**config.mk**
```make
export PLATFORM = sky130hd
export DESIGN_NAME = useq_v2
export DESIGN_NICKNAME = d
export VERILOG_FILES = /design/src/rtl/useq_v2.sv
export SDC_FILE = /design/constraint.sdc
export NUM_CORES = 1
export LEC_CHECK = 0
export ABC_AREA = 1
export CAP_MARGIN = 20
export CORE_ASPECT_RATIO = 0.7
export CORE_MARGIN = 4
export CORE_UTILIZATION = 50
export CTS_CLUSTER_SIZE = 24
export DETAILED_ROUTE_END_ITERATION = 12
export PLACE_DENSITY = 0.7
export SETUP_SLACK_MARGIN = 0.3
export SLEW_MARGIN = 20
export SYNTH_ARGS = -nofsm -noshare
export SYNTH_HDL_FRONTEND = slang
export SYNTH_SLANG_ARGS = --single-unit
```
**constraint.sdc**
```tcl
create_clock -name clk -period 3.9 [get_ports clk]
set_clock_uncertainty 0.15 [all_clocks]
set_input_delay 0.78 -clock clk [delete_from_list [all_inputs] [get_ports clk]]
set_output_delay 0.78 -clock clk [all_outputs]
set_load 0.05 [all_outputs]
```
**src/rtl/useq_v2.sv**
```systemverilog
`timescale 1ns/1ps
// useq_v2: parametrised 8-bit-opcode micro-sequencer with vectored prioritised
// interrupts, hardware call stack, output strobe and WAIT-for-IRQ stall.
module useq_v2 #(
   parameter int unsigned DATA_W      = 8,
   parameter int unsigned ADDR_W      = 8,
   parameter int unsigned NREG        = 16,
   parameter int unsigned N_IRQ       = 4,
   parameter int unsigned STACK_DEPTH = 4,
   parameter int unsigned VEC_BASE    = 'hF0,
   parameter int unsigned VEC_STRIDE  = 4
) (
   input  logic              clk,
   input  logic              rst_n,
   output logic [ADDR_W-1:0] mem_addr,
   input  logic [7:0]        mem_data,
   input  logic [DATA_W-1:0] i_port,
   input  logic [N_IRQ-1:0]  irq,
   output logic [DATA_W-1:0] o_port,
   output logic              o_strobe,
   output logic              in_isr,
   output logic              stack_err
);
   localparam int unsigned IDX_W  = (NREG > 1) ? $clog2(NREG) : 1;
   localparam int unsigned STK_IW = (STACK_DEPTH > 1) ? $clog2(STACK_DEPTH) : 1;
   localparam int unsigned SP_W   = $clog2(STACK_DEPTH + 1);

   typedef enum logic [1:0] {FETCH, EXEC, IMM} state_t;

   typedef enum logic [3:0] {
      OP_NOP, OP_LDR, OP_STR, OP_ADD, OP_SUB, OP_AND, OP_OR, OP_XOR,
      OP_JMP, OP_JZ, OP_LDI, OP_CALL, OP_MISC, OP_MASK, OP_SHIFT, OP_RSVF
   } op_t;

   typedef enum logic [3:0] {
      M_RET, M_RTI, M_EI, M_DI, M_IN, M_OUT, M_WAIT
   } misc_t;

   state_t            state, state_next;
   logic [DATA_W-1:0] a;
   logic [ADDR_W-1:0] pc, ilr;
   logic [DATA_W-1:0] regs [2**IDX_W];
   logic [ADDR_W-1:0] stack [2**STK_IW];
   logic [SP_W-1:0]   sp, sp_dec;
   logic [N_IRQ-1:0]  mask, pending, irq_q;
   logic              c, ie;

   logic [N_IRQ-1:0]  irq_rise, active, take_sel;
   logic              take, stk_full, stk_empty;
   logic [ADDR_W-1:0] vec, pc_inc, pc_next, target;
   op_t               op;
   logic [3:0]        n;
   logic [IDX_W-1:0]  ridx;
   logic [DATA_W-1:0] rn;

   // Lowest-numbered unmasked pending line wins.
   always_comb begin
      irq_rise = irq & ~irq_q;
      active   = pending & mask;
      take_sel = '0;
      vec      = '0;
      for (int unsigned k = 0; k < N_IRQ; k++) begin
         if (active[k] && (take_sel == '0)) begin
            take_sel[k] = 1'b1;
            vec         = ADDR_W'(VEC_BASE + k * VEC_STRIDE);
         end
      end
      take = (state == FETCH) && ie && (active != '0);
   end

   always_comb begin
      op        = op_t'(mem_data[7:4]);
      n         = mem_data[3:0];
      ridx      = IDX_W'(int'(n) % int'(NREG));
      rn        = regs[ridx];
      target    = rn[ADDR_W-1:0];
      pc_inc    = pc + 1'b1;
      sp_dec    = sp - 1'b1;
      stk_full  = (sp == SP_W'(STACK_DEPTH));
      stk_empty = (sp == '0);

      pc_next = pc_inc;
      case (op)
         OP_JMP:  pc_next = target;
         OP_JZ:   if (a == '0) pc_next = target;
         OP_LDI:  pc_next = pc;
         OP_CALL: if (!stk_full) pc_next = target;
         OP_MISC: begin
            case (n)
               M_RET:   if (!stk_empty) pc_next = stack[sp_dec[STK_IW-1:0]];
               M_RTI:   pc_next = ilr;
               M_WAIT:  if (active == '0) pc_next = pc;
               default: ;
            endcase
         end
         default: ;
      endcase

      state_next = state;
      case (state)
         FETCH: if (!take) state_next = EXEC;
         EXEC: begin
            if (op == OP_LDI)
               state_next = IMM;
            else if ((op == OP_MISC) && (n == M_WAIT) && (active == '0))
               state_next = EXEC;
            else
               state_next = FETCH;
         end
         IMM:     state_next = FETCH;
         default: state_next = FETCH;
      endcase
   end

   always_ff @(posedge clk) begin
      if (!rst_n) state <= FETCH;
      else        state <= state_next;
   end

   always_ff @(posedge clk) begin
      irq_q <= irq;
   end

   always_ff @(posedge clk) begin
      if (!rst_n) begin
         a         <= '0;
         pc        <= '0;
         ilr       <= '0;
         mask      <= '0;
         pending   <= '0;
         sp        <= '0;
         c         <= 1'b0;
         ie        <= 1'b0;
         regs      <= '{default: '0};
         stack     <= '{default: '0};
         mem_addr  <= '0;
         o_port    <= '0;
         o_strobe  <= 1'b0;
         in_isr    <= 1'b0;
         stack_err <= 1'b0;
      end else begin
         o_strobe <= 1'b0;
         // A new edge on a line being acknowledged this cycle keeps it pending.
         pending  <= (pending & ~(take ? take_sel : '0)) | irq_rise;
         case (state)
            FETCH: begin
               if (take) begin
                  ilr      <= pc;
                  ie       <= 1'b0;
                  in_isr   <= 1'b1;
                  pc       <= vec;
                  mem_addr <= vec;
               end
            end
            EXEC: begin
               pc       <= pc_next;
               mem_addr <= (op == OP_LDI) ? pc_inc : pc_next;
               case (op)
                  OP_LDR: a <= rn;
                  OP_STR: regs[ridx] <= a;
                  OP_ADD: {c, a} <= {1'b0, a} + {1'b0, rn};
                  OP_SUB: {c, a} <= {1'b0, a} - {1'b0, rn};
                  OP_AND: a <= a & rn;
                  OP_OR:  a <= a | rn;
                  OP_XOR: a <= a ^ rn;
                  OP_CALL: begin
                     if (stk_full) begin
                        stack_err <= 1'b1;
                     end else begin
                        stack[sp[STK_IW-1:0]] <= pc_inc;
                        sp <= sp + 1'b1;
                     end
                  end
                  OP_MISC: begin
                     case (n)
                        M_RET: begin
                           if (stk_empty) stack_err <= 1'b1;
                           else           sp <= sp_dec;
                        end
                        M_RTI: begin
                           ie     <= 1'b1;
                           in_isr <= 1'b0;
                        end
                        M_EI: ie <= 1'b1;
                        M_DI: ie <= 1'b0;
                        M_IN: a  <= i_port;
                        M_OUT: begin
                           o_port   <= a;
                           o_strobe <= 1'b1;
                        end
                        default: ;
                     endcase
                  end
                  OP_MASK: mask <= a[N_IRQ-1:0];
                  OP_SHIFT: begin
                     if (n[0]) begin
                        c <= a[0];
                        a <= a >> 1;
                     end else begin
                        c <= a[DATA_W-1];
                        a <= a << 1;
                     end
                  end
                  default: ;
               endcase
            end
            IMM: begin
               a        <= DATA_W'(mem_data);
               pc       <= pc + ADDR_W'(2);
               mem_addr <= pc + ADDR_W'(2);
            end
            default: ;
         endcase
      end
   end
endmodule

```
## After elaboration in Yosys (flattened, before gate mapping)

Index checks and enable logic that the tools add are counted.

- Bits in read-only memories: 0
- Word-level logic and storage cells: 184
- RAM bits: 0
- Input bits: 22
- Memories kept: 0
- Latch bits: 0
- Register bits: 221

- $mul: 0
- Add/sub/neg operators: 6
- Order comparisons: 5
- Eq/ne operators: 35
- Reductions and logical operators: 34
- Bitwise logic cells: 14
- Muxes and demuxes: 56
- Shifts and indexed selects: 0
- Div/mod/pow operators: 0

Operator list:

| operator | count |
|---|---|
| two-way mux 8 bit | 18 |
| bitwise mux 128 bit | 1 |
| case mux 8 bit (3 select lines) | 3 |
| case mux 8 bit (8 select lines) | 1 |
| case mux 8 bit (5 select lines) | 1 |
| binary-select mux 8 bit (select 4 bit) | 1 |
| bitwise mux 32 bit | 1 |
| demux 8 bit (select 4 bit) | 1 |
| == test 4 x 3 -> 1 bit (second input constant) | 7 |
| == test 4 bit (second input constant) | 7 |
| binary-select mux 8 bit (select 2 bit) | 1 |
| demux 8 bit (select 2 bit) | 1 |
| == test 4 x 2 -> 1 bit (second input constant) | 4 |
| case mux 8 bit (2 select lines) | 1 |
| two-way mux 1 bit | 14 |
| inequality test 2 bit (second input constant) | 7 |
| AND 4 bit | 3 |
| AND reduction 3 bit | 4 |
| AND reduction 5 bit | 2 |
| logical AND 1 bit | 9 |
| two-way mux 3 bit | 3 |
| inequality test 9 x 3 -> 1 bit (second input constant) | 1 |
| adder 8 x 1 -> 8 bit (second input constant) | 1 |
| adder 8 x 2 -> 8 bit (second input constant) | 1 |
| 37 further kinds | 57 |

## Logic depth before layout (Yosys ltp)

- Depth in word-level cells: 15
- Mapped depth: 32

## Least setup slack after synthesis

Ideal clock, no wire load.

- Kind: input-to-reg
- Start point: in mem_data[0]
- End point: reg a[4]
- Stages: 25
- Data arrival time: 3,654 ps
- Library setup time: 132 ps
- Setup slack: -36 ps
- Data required time: 3,618 ps
- Path through: buf_6 buf_6 nor2_1 buf_6 nand2_1 nand3_1 nand2_1 nand2_1 inv_2 nand2_2 inv_1 ha_1 o21ai_0 inv_1 fa_1 nor2_1 o21ai_0 nand2_1 nand2_1 nand2_1 o2bb2ai_1 a2111oi_0 o21ai_0 o21ai_1 a21oi_1

- Cells in the longest elaborated chain, start to end: 7

RTL lines:

| item | RTL line | source |
|---|---|---|
| from (decl) | 16 | `input logic [7:0] mem_data,` |
| NOT 4 -> 5 bit (implied by the code) | 75 | `rn = regs[ridx];` |
| binary-select mux 8 bit (select 4 bit) | 75 |  |
| two-way mux 8 bit (implied by the code) (2 in a row) | 75 |  |
| subtractor 8 bit (tied with other cells) | 162 | `OP_SUB: {c, a} <= {1'b0, a} - {1'b0, rn};` |
| case mux 8 bit (8 select lines) | 158 | `case (op)` |
| case mux 8 bit (2 select lines) | 145 | `case (state)` |
| to (signal assigned) | 159 | `OP_LDR: a <= rn;` |
| to (signal assigned) | 162 |  |
| to (signal assigned) | 163 | `OP_AND: a <= a & rn;` |
| to (decl) | 40 | `logic [DATA_W-1:0] a;` |

Parallel ways exist; a longest one is shown, timed or not. The select of a mux whose other input is x is not followed.
A chain may end at the register's enable or synchronous reset.

## Final worst setup path

- Start point: in mem_data[0]
- End point: reg a[7]

Same word-level chain as after synthesis.

==> report_table.html <==
<table>
<tr><th>Metric</th><th>Value</th></tr>
<tr><th colspan="2">Routing</th></tr>
<tr><td>Post-detailed-route wirelength per cell</td><td>17.8 um</td></tr>
<tr><td>Total via count in the routed design</td><td>11952</td></tr>
<tr><td>Total DRC errors in the routed layout</td><td>0</td></tr>
<tr><td>First DRT Iteration DRCs</td><td>1472</td></tr>
<tr><td>First drt pass iteration count</td><td>6</td></tr>
<tr><td>Sum of routed wire length over all layers</td><td>38100 um</td></tr>
<tr><td>Via density</td><td>5.60</td></tr>
<tr><td>Post-route antenna net violation count</td><td>0</td></tr>
<tr><th colspan="2">Clock tree</th></tr>
<tr><td>Maximum level of the CTS H-tree</td><td>1</td></tr>
<tr><td>Largest buffer count on any clock path</td><td>3</td></tr>
<tr><td>TritonCTS clock tree</td><td>built</td></tr>
<tr><td>Clock Pin Slew Worst Setup and Hold Paths</td><td>0.07 ns</td></tr>
<tr><td>Number of buffers created by CTS</td><td>23</td></tr>
<tr><td>Clock root cell</td><td>clkbuf_16</td></tr>
<tr><td>Clock insertion delay at the later pin of the skew report</td><td>0.52 ns</td></tr>
<tr><td>Clock Sinks</td><td>221</td></tr>
<tr><th colspan="2">Floorplan</th></tr>
<tr><td>Count of standard-cell rows</td><td>46</td></tr>
<tr><td>Horizontal die dimension</td><td>189 um</td></tr>
<tr><td>Boundary pin count</td><td>41</td></tr>
<tr><td>Die outline area</td><td>0.0255 sq mm</td></tr>
<tr><td>Placeable core area</td><td>0.0226 sq mm</td></tr>
<tr><td>Die Ht</td><td>135 um</td></tr>
<tr><td>Initial Util</td><td>50.8%</td></tr>
<tr><th colspan="2">Final layout</th></tr>
<tr><td>Final design instance area without fill</td><td>0.0139 sq mm</td></tr>
<tr><td>Synth-to-layout area growth</td><td>20.8%</td></tr>
<tr><td>Final Net Count</td><td>1866</td></tr>
<tr><td>Proportion of layout cells with a drive suffix above 1</td><td>12.5%</td></tr>
<tr><td>Antenna diode instance count</td><td>0</td></tr>
<tr><th colspan="2">Placement</th></tr>
<tr><td>Cell area reported after detailed placement</td><td>0.0128 sq mm</td></tr>
<tr><td>PortBufs</td><td>40</td></tr>
<tr><td>Final estimated routing congestion in global placement</td><td>0.957</td></tr>
<tr><td>Hpwl dp</td><td>26600 um</td></tr>
<tr><th colspan="2">Worst setup path</th></tr>
<tr><td>Crit Path Category</td><td>primary input to flip-flop</td></tr>
<tr><td>Crit end category</td><td>flip-flop</td></tr>
<tr><td>Cell with the most instances on the worst path</td><td>nand2_1</td></tr>
<tr><td>Data arrival time of the worst path</td><td>3.82 ns</td></tr>
<tr><td>Top fanout value on the critical path</td><td>8</td></tr>
<tr><td>Startpoint of the worst register-to-register path</td><td>regs[57]$_SDFFE_PN0P_</td></tr>
<tr><td>Flop-to-flop setup slack</td><td>0.72 ns</td></tr>
<tr><td>R2R depth</td><td>26</td></tr>
<tr><td>Required time of the critical path</td><td>4.20 ns</td></tr>
<tr><td>Critical path launch point type</td><td>primary input</td></tr>
<tr><td>Maximum single-stage delay on the critical path</td><td>0.29 ns</td></tr>
<tr><td>R2R Path End</td><td>a[7]$_SDFFE_PN0P_</td></tr>
<tr><td>Cell with the largest stage delay on the worst path</td><td>ha_1</td></tr>
<tr><th colspan="2">Logic synthesis</th></tr>
<tr><td>Count of distinct cell types in the synthesized netlist</td><td>47</td></tr>
<tr><td>Number of flip-flops and latches in the synthesized netlist</td><td>221</td></tr>
<tr><td>Primary flip-flop cell chosen by synthesis mapping</td><td>dfxtp_1</td></tr>
<tr><td>Synthesized area divided by synthesized cell count</td><td>6.75 sq um</td></tr>
<tr><td>Number of flops mapped to enable cells by yosys</td><td>0</td></tr>
<tr><td>Gate Count Post-Synth</td><td>1701</td></tr>
<tr><td>Syn Nets</td><td>1761</td></tr>
<tr><td>Share of synthesized registers carrying an async set or reset</td><td>0%</td></tr>
<tr><td>Post-synthesis instance area</td><td>0.0115 sq mm</td></tr>
<tr><td>Fraction of the yosys area taken by sequential cells</td><td>38.5%</td></tr>
<tr><td>YS warnings</td><td>0</td></tr>
<tr><th colspan="2">Hold path</th></tr>
<tr><td>Hold worst-path end</td><td>regs[13]$_SDFFE_PN0P_</td></tr>
<tr><td>Class of the most critical hold timing path</td><td>flip-flop to flip-flop</td></tr>
<tr><td>Worst hold stages</td><td>2</td></tr>
<tr><td>Start point of the worst min-delay path</td><td>regs[13]$_SDFFE_PN0P_</td></tr>
<tr><th colspan="2">Global routing</th></tr>
<tr><td>Maximum number of pins on one net before global-route repair</td><td>69</td></tr>
<tr><td>Antenna violations before repair</td><td>0</td></tr>
<tr><td>Global-route wire length before repair</td><td>59200 um</td></tr>
<tr><td>Tot GR Track Use</td><td>28.6%</td></tr>
<tr><td>Number of global-route vias before repair</td><td>10712</td></tr>
<tr><td>Remaining global-route overflow</td><td>0</td></tr>
<tr><th colspan="2">Outcome</th></tr>
<tr><td>Status</td><td>complete, no violations</td></tr>
<tr><th colspan="2">Pwr</th></tr>
<tr><td>Sum of internal, switching and leakage power</td><td>0.00523 W</td></tr>
<tr><td>Pleak</td><td>6.10 nW</td></tr>
<tr><td>Power per Cell Area</td><td>377 mW/mm^2</td></tr>
<tr><td>Highest ir drop seen on vdd</td><td>0.304 mV</td></tr>
<tr><th colspan="2">Timing</th></tr>
<tr><td>Final number of hold-violating endpoints</td><td>0</td></tr>
<tr><td>Final total negative setup slack</td><td>0 ns</td></tr>
<tr><td>Actual slew at the worst max-slew pin</td><td>1.11 ns</td></tr>
<tr><td>Max_slew headroom</td><td>25.8%</td></tr>
<tr><td>Crit path time final</td><td>3.52 ns</td></tr>
<tr><td>Maximum achievable frequency</td><td>284 MHz</td></tr>
<tr><td>RSZ-0062 raised after global routing</td><td>yes</td></tr>
<tr><td>Final clock period utilization by the worst path</td><td>90.2%</td></tr>
<tr><td>Setup Viol. Count Final</td><td>0</td></tr>
<tr><td>Final Slew Violations</td><td>0</td></tr>
<tr><th colspan="2">Flow run</th></tr>
<tr><td>Max cap viols</td><td>0</td></tr>
</table>
-- power breakdown --
part | total, W | switching [W] | internal [W] | leakage (nW)
Clock | 0.00241 | 0.000946 | 0.00146 | 0.410
Sequential | 0.00231 | 0.0000269 | 0.00228 | 1.78
Combinational | 0.000515 | 0.000337 | 0.000178 | 3.91
-- cell type report --
cell class	count	area (sq um)
clock buffers	31	666
clock inverters	11	161
fillers	2071	8750
inverters	148	573
multi-input cells	1244	6200
flip-flops and latches	221	4420
well taps	312	390
repair buffers	167	1450
repair inverters	1	8.76
-- worst max-delay path by stage --
stage                     start                end  slack, ns  cells past startpoint
finish              mem_data[0]  a[7]$_SDFFE_PN0P_       0.38                     29
global route        mem_data[0]  a[7]$_SDFFE_PN0P_       0.18                     30
CTS                 mem_data[3]  a[6]$_SDFFE_PN0P_       0.31                     22
detailed placement  mem_data[1]  a[7]$_SDFFE_PN0P_      -0.52                     30
global placement    mem_data[1]  a[7]$_SDFFE_PN0P_      -0.39                     30
floorplan           mem_data[0]  a[4]$_SDFFE_PN0P_       0.26                     25
-- layout by cell type (no fill, tap or decap), drive strengths merged, types with 8 or more instances in the layout --
master         instances
clkbuf                36
nand4                  9
inv                  139
dfxtp                221
ha                    37
clkinv                16
nand3                 25
a21oi                247
nand2                501
a31oi                 12
nor2                 103
buf                  126
o2111ai                9
xor2                  11
a221oi                 8
nor3                   8
o21ai                234
clkdlybuf4s50         35
-- sequential cells by signal (all words and copies together), names as in the netlist --
register,cells
ilr,8
mem_addr,8
a,8
in_isr,1
irq_q,4
o_port,8
pending,4
sp,3
regs,128
stack_err,1
state,2
ie,1
stack,32
pc,8
o_strobe,1
mask,4
-- metrics by stage --
step / cells / setup slack (ns) / util [%] / hold WS, ns
2_1_floorplan: 1701 / 0.261 / - / 0.274
3_3_place_gp: 2080 / -0.394 / 56.5 / 0.283
3_5_place_dp: 2080 / -0.515 / 56.5 / 0.292
4_1_cts: 2122 / 0.309 / 60.2 / 0.301
5_1_grt: 2135 / 0.176 / 61.3 / 0.326
6_report: 2135 / 0.383 / 61.3 / 0.300
-- routing by layer --
metal / GRT usage, % / routed length [um] / part of all wire [%]
met1: 45.5 / 18100 / 48
met5: 0 / 0 / 0
met4: 5.30 / 688 / 1.8
met3: 6.36 / 4250 / 11
met2: 39.6 / 15100 / 40
-- repair_timing --
action                                  4_1_cts  5_1_grt
endpoints found under the setup margin        4        4
resized for setup                             7       40
gates cloned                                  0        4
hold buffers                                  0        0
pin swaps                                     3       31
buffers inserted                              0        9
-- cells in the mapped netlist (4+ instances only) --
cell type | count | area [sq um]
inv_2 | 9 | 33.8
buf_2 | 17 | 85.1
o21ai_0 | 226 | 1130
nand2_1 | 496 | 1860
inv_1 | 127 | 477
o2111ai_1 | 9 | 78.8
o22ai_1 | 6 | 37.5
ha_1 | 37 | 463
clkinv_1 | 11 | 41.3
nor3_2 | 5 | 50.1
nor2_2 | 7 | 43.8
nor2_1 | 93 | 349
xor2_1 | 11 | 96.3
dfxtp_1 | 221 | 4420
nand4_1 | 9 | 56.3
o211ai_1 | 6 | 45.0
nand2_2 | 5 | 31.3
a2111oi_0 | 4 | 35.0
clkbuf_1 | 58 | 218
a31oi_1 | 12 | 75.1
nand3_1 | 25 | 125
buf_6 | 8 | 90.1
a221oi_1 | 8 | 70.1
o21ai_1 | 8 | 40.0
a21oi_1 | 247 | 1240
-- cell families after synthesis --
family / Yosys count / synth area share, %
xor+xnor: 12 / 0.915
compound gates: 543 / 25.2
simple gates: 651 / 22.6
flops: 221 / 38.5
buf+inv: 236 / 8.51
fa+ha+maj: 38 / 4.20
-- worst max-delay path, delay by kind of cell --
kind            cells  cell delay, ns
compound gates      4            0.59
simple gates       18            1.43
buf+inv             4            0.37
fa+ha+maj           2            0.44
xor+xnor            1            0.16
(Power assumes the default switching activity.)
